`src/rtl/knn_seq_ctrl_pkg.sv`:
```
// Shared definitions for the KNN sequencer: state encoding, distance width, default sizes.
// Latency: n/a (types and constants only).
// Backpressure: n/a.
`ifndef KNN_DIST_W
`define KNN_DIST_W(dw) (2*(dw)+1)
`endif

package knn_seq_ctrl_pkg;

  // Sequencer states; encodings are visible to software debug, keep them fixed.
  typedef enum logic [2:0] {
    S_IDLE   = 3'd0,
    S_FETCH  = 3'd1,
    S_DIST   = 3'd2,
    S_INSERT = 3'd3,
    S_DONE   = 3'd4
  } knn_state_t;

  localparam int KNN_K_DEFAULT       = 4;
  localparam int KNN_LABEL_W_DEFAULT = 4;

endpackage

```
`src/rtl/knn_seq_ctrl_dist.sv`:
```
// Registered squared Euclidean distance between two signed points.
// Latency: 1 cycle; d2 updates on the clock edge where en is high, holds otherwise.
// Backpressure: none; the caller decides when to pulse en.
module knn_dist_unit
  import knn_seq_ctrl_pkg::*;
#(
  parameter int DATA_W = 16
) (
  input  logic                     clk,
  input  logic                     rst_n,
  input  logic                     en,
  input  logic signed [DATA_W-1:0] a_x,
  input  logic signed [DATA_W-1:0] a_y,
  input  logic signed [DATA_W-1:0] b_x,
  input  logic signed [DATA_W-1:0] b_y,
  output logic [`KNN_DIST_W(DATA_W)-1:0] d2
);

  localparam int DIST_W = `KNN_DIST_W(DATA_W);

  logic signed [DATA_W:0]   dx, dy;
  logic [DATA_W-1:0]        mag_x, mag_y;
  logic [2*DATA_W-1:0]      mag_x_w, mag_y_w, sq_x, sq_y;
  logic [DIST_W-1:0]        sum;

  // Differences are one bit wider than the inputs, so their magnitudes always fit
  // in DATA_W unsigned bits and each square fits in 2*DATA_W bits.
  always_comb begin
    dx      = {a_x[DATA_W-1], a_x} - {b_x[DATA_W-1], b_x};
    dy      = {a_y[DATA_W-1], a_y} - {b_y[DATA_W-1], b_y};
    mag_x   = dx[DATA_W] ? DATA_W'(-dx) : dx[DATA_W-1:0];
    mag_y   = dy[DATA_W] ? DATA_W'(-dy) : dy[DATA_W-1:0];
    mag_x_w = {{DATA_W{1'b0}}, mag_x};
    mag_y_w = {{DATA_W{1'b0}}, mag_y};
    sq_x    = mag_x_w * mag_x_w;
    sq_y    = mag_y_w * mag_y_w;
    sum     = {1'b0, sq_x} + {1'b0, sq_y};
  end

  // Result register, loaded only when the sequencer asks for a new distance.
  always_ff @(posedge clk or negedge rst_n) begin
    if (!rst_n) begin
      d2 <= '0;
    end else if (en) begin
      d2 <= sum;
    end
  end

endmodule

```
`src/rtl/knn_seq_ctrl.sv`:
```
// KNN search sequencer: fetches n_points training points, keeps the K nearest sorted (optional KNN_VOTE_EN adds a majority vote).
// Latency: 3 cycles per point with zero-wait memory, start-to-done 3*n_points+1 cycles (1 cycle when n_points==0).
// Backpressure: holds mem_valid/mem_addr stable until mem_ready; start is ignored while a search is running.
module knn_seq_ctrl
  import knn_seq_ctrl_pkg::*;
#(
  parameter int DATA_W  = 16,
  parameter int N_W     = 8,
  parameter int K       = KNN_K_DEFAULT,
  parameter int LABEL_W = KNN_LABEL_W_DEFAULT
) (
  input  logic                                clk,
  input  logic                                rst_n,
  input  logic                                start,
  input  logic signed [DATA_W-1:0]            test_x,
  input  logic signed [DATA_W-1:0]            test_y,
  input  logic [N_W-1:0]                      n_points,
  output logic                                mem_valid,
  output logic [N_W-1:0]                      mem_addr,
  input  logic                                mem_ready,
  input  logic signed [DATA_W-1:0]            mem_x,
  input  logic signed [DATA_W-1:0]            mem_y,
  input  logic [LABEL_W-1:0]                  mem_label,
  output logic                                busy,
  output logic                                done,
  output logic [K*`KNN_DIST_W(DATA_W)-1:0]    nb_dist,
  output logic [K*LABEL_W-1:0]                nb_label,
  output logic [K-1:0]                        nb_valid
`ifdef KNN_VOTE_EN
  ,
  output logic [LABEL_W-1:0]                  vote_label,
  output logic                                vote_valid
`endif
);

  localparam int             DIST_W   = `KNN_DIST_W(DATA_W);
  localparam logic [N_W-1:0] ADDR_ONE = N_W'(1);

  knn_state_t state_q, state_d;

  logic accept_start, fetch_hs, dist_en, ins_en, last_pt;

  logic signed [DATA_W-1:0] test_x_q, test_y_q, pt_x_q, pt_y_q;
  logic [N_W-1:0]           n_points_q, addr_q;
  logic [LABEL_W-1:0]       pt_label_q;
  logic [DIST_W-1:0]        d2;

  logic [DIST_W-1:0]  dist_q  [K];
  logic [DIST_W-1:0]  dist_d  [K];
  logic [LABEL_W-1:0] label_q [K];
  logic [LABEL_W-1:0] label_d [K];
  logic [K-1:0]       valid_q, valid_d, qual;

  assign last_pt  = (addr_q == (n_points_q - ADDR_ONE));
  assign mem_addr = addr_q;
  assign nb_valid = valid_q;

  // State register.
  always_ff @(posedge clk or negedge rst_n) begin
    if (!rst_n) begin
      state_q <= S_IDLE;
    end else begin
      state_q <= state_d;
    end
  end

  // Next-state decode plus the strobes that steer the datapath and the status outputs.
  always_comb begin
    state_d      = state_q;
    accept_start = 1'b0;
    fetch_hs     = 1'b0;
    dist_en      = 1'b0;
    ins_en       = 1'b0;
    mem_valid    = 1'b0;
    busy         = 1'b0;
    done         = 1'b0;
    case (state_q)
      S_IDLE: begin
        if (start) begin
          accept_start = 1'b1;
          state_d      = (n_points == '0) ? S_DONE : S_FETCH;
        end
      end
      S_FETCH: begin
        mem_valid = 1'b1;
        busy      = 1'b1;
        if (mem_ready) begin
          fetch_hs = 1'b1;
          state_d  = S_DIST;
        end
      end
      S_DIST: begin
        busy    = 1'b1;
        dist_en = 1'b1;
        state_d = S_INSERT;
      end
      S_INSERT: begin
        busy    = 1'b1;
        ins_en  = 1'b1;
        state_d = last_pt ? S_DONE : S_FETCH;
      end
      S_DONE: begin
        done    = 1'b1;
        state_d = S_IDLE;
      end
      default: state_d = S_IDLE;
    endcase
  end

  // Search context: test point and count latched at start, fetched point held for the distance unit.
  always_ff @(posedge clk or negedge rst_n) begin
    if (!rst_n) begin
      test_x_q   <= '0;
      test_y_q   <= '0;
      n_points_q <= '0;
      addr_q     <= '0;
      pt_x_q     <= '0;
      pt_y_q     <= '0;
      pt_label_q <= '0;
    end else begin
      if (accept_start) begin
        test_x_q   <= test_x;
        test_y_q   <= test_y;
        n_points_q <= n_points;
        addr_q     <= '0;
      end
      if (fetch_hs) begin
        pt_x_q     <= mem_x;
        pt_y_q     <= mem_y;
        pt_label_q <= mem_label;
      end
      if (ins_en && !last_pt) begin
        addr_q <= addr_q + ADDR_ONE;
      end
    end
  end

  knn_dist_unit #(
    .DATA_W (DATA_W)
  ) u_dist (
    .clk   (clk),
    .rst_n (rst_n),
    .en    (dist_en),
    .a_x   (pt_x_q),
    .a_y   (pt_y_q),
    .b_x   (test_x_q),
    .b_y   (test_y_q),
    .d2    (d2)
  );

  // A slot accepts the new point if it is empty or strictly farther; ties keep the earlier point nearer.
  always_comb begin
    for (int i = 0; i < K; i++) begin
      qual[i] = !valid_q[i] || (d2 < dist_q[i]);
    end
  end

  // Because the list is sorted with occupied slots packed at the bottom, qual is a
  // thermometer: the first qualifying slot takes the new entry, later ones shift up.
  always_comb begin
    valid_d = valid_q;
    for (int i = 0; i < K; i++) begin
      dist_d[i]  = dist_q[i];
      label_d[i] = label_q[i];
    end
    if (accept_start) begin
      valid_d = '0;
      for (int i = 0; i < K; i++) begin
        dist_d[i]  = '0;
        label_d[i] = '0;
      end
    end else if (ins_en) begin
      if (qual[0]) begin
        dist_d[0]  = d2;
        label_d[0] = pt_label_q;
        valid_d[0] = 1'b1;
      end
      for (int j = 1; j < K; j++) begin
        if (qual[j]) begin
          if (!qual[j-1]) begin
            dist_d[j]  = d2;
            label_d[j] = pt_label_q;
            valid_d[j] = 1'b1;
          end else begin
            dist_d[j]  = dist_q[j-1];
            label_d[j] = label_q[j-1];
            valid_d[j] = valid_q[j-1];
          end
        end
      end
    end
  end

  // Neighbour list registers.
  always_ff @(posedge clk or negedge rst_n) begin
    if (!rst_n) begin
      valid_q <= '0;
      for (int i = 0; i < K; i++) begin
        dist_q[i]  <= '0;
        label_q[i] <= '0;
      end
    end else begin
      valid_q <= valid_d;
      for (int i = 0; i < K; i++) begin
        dist_q[i]  <= dist_d[i];
        label_q[i] <= label_d[i];
      end
    end
  end

  // Flatten the list onto the register-map buses, slot 0 in the LSBs.
  for (genvar g = 0; g < K; g++) begin : g_flat
    assign nb_dist[g*DIST_W +: DIST_W]     = dist_q[g];
    assign nb_label[g*LABEL_W +: LABEL_W]  = label_q[g];
  end

`ifdef KNN_VOTE_EN
  localparam int CNT_W = $clog2(K + 1);

  logic [CNT_W-1:0]   vote_cnt [K];
  logic [CNT_W-1:0]   best_cnt;
  logic [LABEL_W-1:0] best_label;

  // Majority over the list as it will look after this edge; scanning from slot 0 with a
  // strict compare lets the nearest slot's label win a tie.
  always_comb begin
    best_cnt   = '0;
    best_label = '0;
    for (int i = 0; i < K; i++) begin
      vote_cnt[i] = '0;
      for (int j = 0; j < K; j++) begin
        if (valid_d[i] && valid_d[j] && (label_d[i] == label_d[j])) begin
          vote_cnt[i] = vote_cnt[i] + CNT_W'(1);
        end
      end
      if (vote_cnt[i] > best_cnt) begin
        best_cnt   = vote_cnt[i];
        best_label = label_d[i];
      end
    end
  end

  // Vote result, captured as the search finishes and cleared when a new one starts.
  always_ff @(posedge clk or negedge rst_n) begin
    if (!rst_n) begin
      vote_label <= '0;
      vote_valid <= 1'b0;
    end else if ((state_d == S_DONE) && (state_q != S_DONE)) begin
      vote_label <= best_label;
      vote_valid <= |valid_d;
    end else if (accept_start) begin
      vote_label <= '0;
      vote_valid <= 1'b0;
    end
  end
`endif

endmodule
```
`config.mk`:
```
export PLATFORM = sky130hd
export DESIGN_NAME = knn_seq_ctrl
export DESIGN_NICKNAME = d
export VERILOG_FILES = /design/src/rtl/knn_seq_ctrl_pkg.sv /design/src/rtl/knn_seq_ctrl_dist.sv /design/src/rtl/knn_seq_ctrl.sv
export SDC_FILE = /design/constraint.sdc
export NUM_CORES = 2
export LEC_CHECK = 0
export ABC_AREA = 1
export ABC_CLOCK_PERIOD_IN_PS = 26900
export CORE_MARGIN = 2
export CORE_UTILIZATION = 65
export CTS_CLUSTER_DIAMETER = 30
export DETAILED_ROUTE_END_ITERATION = 16
export PLACE_DENSITY = 0.87
export SYNTH_ARGS = -nofsm -noshare
export SYNTH_HDL_FRONTEND = slang
export SYNTH_SLANG_ARGS = --single-unit
```
`constraint.sdc`:
```
create_clock -name clk -period 26.9 [get_ports clk]
set_input_delay 2.69 -clock clk [delete_from_list [all_inputs] [get_ports clk]]
set_output_delay 2.69 -clock clk [all_outputs]
set_load 0.02 [all_outputs]
```
# [After elaboration in Yosys (flattened, before gate mapping)]
# Cells that the tools add are included.
[op_classes] add_sub_neg=7 mul=2 n_lt_le_gt_ge=4 n_eq_ne=7 muxes=45 reduce_logical=24
[ops] op="$mux 132" n=2
[ops] op="$mux 33" n=7
[ops] op="$lt 33x33->1" n=4
[ops] op="$mul 16x16->32" n=2
[ops] op="$mux 16" n=4
[ops] op="$mux 4" n=9
[ops] op="$sub 16x16->17" n=2
[ops] op="$add 32x32->33" n=1
[ops] op="$neg 16->16" n=2
[ops] op="$mux 1" n=16
[ops] op="$mux 8" n=2
[ops] op="$mux 3" n=4
[ops] op="$pmux 3 s4" n=1
[ops] op="$reduce_bool 2->1" n=6
[ops] op="$reduce_and 2->1" n=5
[ops] op="$add 8x1->8 const B" n=1
[ops] op="$eq 8x8->1" n=1
[ops] op="$logic_not 8->1" n=1
[ops] op="$sub 8x1->8 const B" n=1
[ops] op="$eq 3x2->1 const B" n=2
[ops] op="$logic_not 1->1" n=5
[ops] op="$logic_or 1x1->1" n=4
[ops] op="$ne 2x2->1 const B" n=2
[ops] op="$eq 3x1->1 const B" n=1
[ops] op="other kinds (4)" n=4
[totals] reg_bits=272 input_bits=80 out_inout_bits=163 word_cells=110

# [Logic depth before layout (Yosys ltp)]
[depth] depth_word=6 ltp_mapped=50 depth_no_buf=49

# [Modules after synthesis]
# Synthesis repeated with hierarchy kept, for this count alone.
[hier_totals] cells_unflattened=4393 area_unflattened_um2=33840.0
[by_module_without_submodules] module="knn_dist_unit" n_inst=1 cells_per_inst=2400 area_per_inst_um2=18992.0 seq_area_each_um2=825.8
[by_module_without_submodules] module="knn_seq_ctrl" n_inst=1 cells_per_inst=1993 area_per_inst_um2=14848.0 seq_area_each_um2=5980.7

# [Worst setup path before layout]
# Ideal clock, no wire load.
[synth_path] path_type="flip-flop to flip-flop" start="reg pt_x_q[0]" end="reg u_dist.d2[27]" setup_ns=0.132 arrival_ns=8.358 required_time_ns=26.768 path_slack_ns=18.410 stages_incl_launch_ff=45 n_path_buf=2 period_less_slack_ns=8.490 cell_sequence="dfrtp_1 inv_1 ha_1 inv_1 fa_1 nand3_1 nand2_1 a21o_1 nand3_1 o2111ai_1 or2_1 nand2_1 buf_4 nor2_1 xor2_1 buf_2 nor2_1 fa_1 [... 9 more ...] fa_1 inv_1 fa_1 inv_1 ha_1 nand2_1 o21ai_0 nand2_1 nand2_1 nand2_1 nand2_1 a21oi_1 o21ai_0 nand2_1 nand2_1 nand2_1 nand3_1 o21ai_0"
[synth_via] elab_chain_len=5
[synth_rtl] element="start: declaration" line="knn_seq_ctrl.sv:43" source="logic signed [DATA_W-1:0] test_x_q, test_y_q, pt_x_q, pt_y_q;"
[synth_rtl] element="start signal: assignment" line="knn_seq_ctrl.sv:128" source="pt_x_q <= mem_x;"
[synth_rtl] element="$sub 16x16->17 *" line="knn_seq_ctrl_dist.sv:29" source="dx = {a_x[DATA_W-1], a_x} - {b_x[DATA_W-1], b_x};"
[synth_rtl] element="$neg 16->16" line="knn_seq_ctrl_dist.sv:31" source="mag_x = dx[DATA_W] ? DATA_W'(-dx) : dx[DATA_W-1:0];"
[synth_rtl] element="$mux 16 *" line="knn_seq_ctrl_dist.sv:31"
[synth_rtl] element="$mul 16x16->32 *" line="knn_seq_ctrl_dist.sv:35" source="sq_x = mag_x_w * mag_x_w;"
[synth_rtl] element="$add 32x32->33 *" line="knn_seq_ctrl_dist.sv:37" source="sum = {1'b0, sq_x} + {1'b0, sq_y};"
[synth_rtl] element="end signal: assignment" line="knn_seq_ctrl_dist.sv:45" source="d2 <= sum;"
[synth_rtl] element="end: declaration" line="knn_seq_ctrl_dist.sv:16" source="output logic [`KNN_DIST_W(DATA_W)-1:0] d2"
# Every way passes the cells marked *; elsewhere a longest branch is shown, timed or not.
# A chain may end at the register's enable or synchronous reset.

# [Final worst setup path]
# Ends and elaborated chain as after synthesis.

==> results.json <==
{
  "antenna_found_initial": 0,
  "endpoint_kind": "flop",
  "antenna_cells": 0,
  "die_w_um": 228,
  "ys.flop_type": "dfrtp_1",
  "arrival_ns": 10.52,
  "start_util": 0.655,
  "clk_pin_slew_ns": 0.05,
  "nFillCells": 3414,
  "async_flop_share": 1.00,
  "fin_cells": 4967,
  "dieArea_sq_um": 52100,
  "nets": 5066,
  "drtAntennaViolNets": 0,
  "status": "finished clean",
  "wire_per_inst_um": 19.5,
  "yosys.area.top_type": "fa_1",
  "rsz0062_at_grt": "no",
  "port_buffers": 242,
  "yosysWarnings": 0,
  "startpoint_type": "flop",
  "worstPathMaxFanout": 16,
  "min_path_type": "flop to flop",
  "cts_sinks": 272,
  "fin_crit_sh": 0.374,
  "synth_nets": 4849,
  "place_congestion": 0.996,
  "cts_hold_buf": 0,
  "yosys.cell_types.count": 63,
  "grt_pass1_wl_um": 156000,
  "synth_area_sq_um": 32700,
  "coreArea_sq_um": 49900,
  "drc": 0,
  "critPathRequiredTime_ns": 27.36,
  "drt-total-wl_um": 96800,
  "grt_max_degree": 148,
  "clock_latency_ns": 0.65,
  "num_rows": 82,
  "placed_cell_area_sq_um": 35700,
  "clk_path_buf_depth": 3,
  "drt_pre_antenna_iters": 9,
  "drtIter0Drc": 2999,
  "hpwl_um": 72300,
  "finalClockSkew_ns": 0.0623,
  "synth_top_area_share": 0.237,
  "die_y_um": 228,
  "design_area_sq_um": 37800,
  "setup_viol_count_final": 0,
  "grtUsageTotal": 0.376,
  "overflow": 0,
  "slew_headroom": 0.226,
  "cts-buffers-inserted": 60,
  "tightest_slew_ns": 1.16,
  "postCtsSetupBuffers": 0,
  "synth-edff-count": 0,
  "period_minus_slack_ns": 10.06,
  "layout_setup_ws_ns": 16.84,
  "root_buffer": "clkbuf_16",
  "cts_tree": "built",
  "h-tree-depth": 2,
  "syn_inst": 4027,
  "area_delta_synth_final_pct": 15.7,
  "crit_top_cell": "nand2_1",
  "maxCapViolations": 0,
  "cts-resized-gates": 0,
  "io_pins": 243,
  "hold_viol": 0,
  "fmaxAchievable_mhz": 99.5,
  "drv_slew": 0,
  "synth.area.top_cells": "fa_1 24%, dfrtp_1 21%, ha_1 14%",
  "synth_seq_cells": 272,
  "avgViaCountPerCell": 5.89,
  "synth.yosys.seq_area_share": 0.208,
  "cpPeakStageDelay_ns": 0.55,
  "dp.cells": 4854,
  "cpMaxStageDelayCell": "fa_1",
  "avgSynthCellArea_sq_um": 8.11,
  "fin_tns_setup_ns": 0,
  "drive_above_1_share": 0.0643,
  "pre_cts_slack_ns": 16.96,
  "vias": 29234,
  "grt_pass1_vias": 30479,
  "critical_path_class": "flop to flop"
}
## final cells by class
type | count | area (sq um) | area share
Multi-Input combinational cell | 2721 | 21900 | 0.580
Timing Repair Buffer | 269 | 2640 | 0.0699
Clock buffer | 74 | 1630 | 0.0432
Clock inverter | 39 | 494 | 0.0131
Tap cell | 672 | 841 | 0.0222
Inverter | 920 | 3460 | 0.0915
Sequential cell | 272 | 6810 | 0.180
## cell usage after synthesis (5+ instances only)
cell type  instances
inv_1            901
nand2_1          760
fa_1             387
ha_1             355
nand3_1          274
nor2_1           273
dfrtp_1          272
o21ai_0          155
a21oi_1          134
clkbuf_1          65
xor2_1            39
o21a_1            38
o22ai_1           35
nand4_1           34
mux2_2            29
xnor2_1           27
buf_2             26
nand2_2           24
nor3_1            23
nor2_2            19
inv_2             17
buf_1             12
a31oi_1           11
a211oi_1           9
or2_2              7
a21o_1             6
buf_4              6
o21bai_1           6
buf_6              5
o211ai_1           5
or2_1              5
## placed cells by master (no fill, tap or decap), types with 27 or more instances in the layout
cell and count:
inv_1 900, nand2_1 757, fa_1 387, ha_1 355, nand3_1 274, dfrtp_1 272
nor2_1 271, clkdlybuf4s50_1 241, o21ai_0 154, a21oi_1 134, clkbuf_16 60, xor2_1 38
o21a_1 38, o22ai_1 35, nand4_1 34, mux2_2 29, nand2_2 27, xnor2_1 27
## state kept, by name (all words and copies together) (netlist names)
signal      cells
nb_dist       132
u_dist.d2      33
nb_label       16
pt_x_q         16
pt_y_q         16
test_x_q       16
test_y_q       16
mem_addr        8
n_points_q      8
nb_valid        4
pt_label_q      4
state_q         3
## per-stage QoR
stage	util	hold slack (ns)
6_report	0.758	0.509
5_1_grt	0.758	0.515
4_1_cts	0.758	0.509
3_5_place_dp	0.716	0.493
3_3_place_gp	0.716	0.469
2_1_floorplan	-	0.448
## worst max-delay path: cells and delay by family, from the launching register on
kind / cells / cell delay [ns]
AO/OA/AOI/OAI: 6 / 1.29
adder cells (fa/ha/maj): 11 / 5.05
buffers and inverters: 9 / 0.93
flip-flops: 1 / 0.35
AND/OR/NAND/NOR: 17 / 2.28
## worst paths after layout
path                       startpoint            end  slack (ns)  cells after the start
max                         pt_x_q[0]  u_dist.d2[27]       16.84                     43
min                         pt_x_q[6]      pt_x_q[6]        0.51                      1
max reg2reg                 pt_x_q[0]  u_dist.d2[27]       16.84                     43
min reg2reg                 pt_x_q[6]      pt_x_q[6]        0.51                      1
max in group asynchronous       rst_n   nb_dist[108]       23.36                      2
min in group asynchronous       rst_n    mem_addr[3]        2.15                      1
## per-layer routing
metal,track usage,part of all wire
met4,0.217,0.064
met2,0.622,0.48
met5,0,0
met3,0.0785,0.10
met1,0.460,0.36
## kinds of logic (layout without fill, tap and decap cells)
group / after synthesis / count (layout) / synth area share
and+or+nand+nor: 1441 / 1441 / 0.187
DFF: 272 / 272 / 0.208
AOI/OAI and AO/OA: 436 / 436 / 0.0777
muxes: 29 / 29 / 0.00999
adders and majority gates: 742 / 742 / 0.373
buffers and inverters: 1034 / 1302 / 0.122
xor gates and xnor gates: 73 / 73 / 0.0219
Power is left out: the tool's default activity adds up to more than one toggle a clock period on the data nets, which glitch-free logic cannot reach.
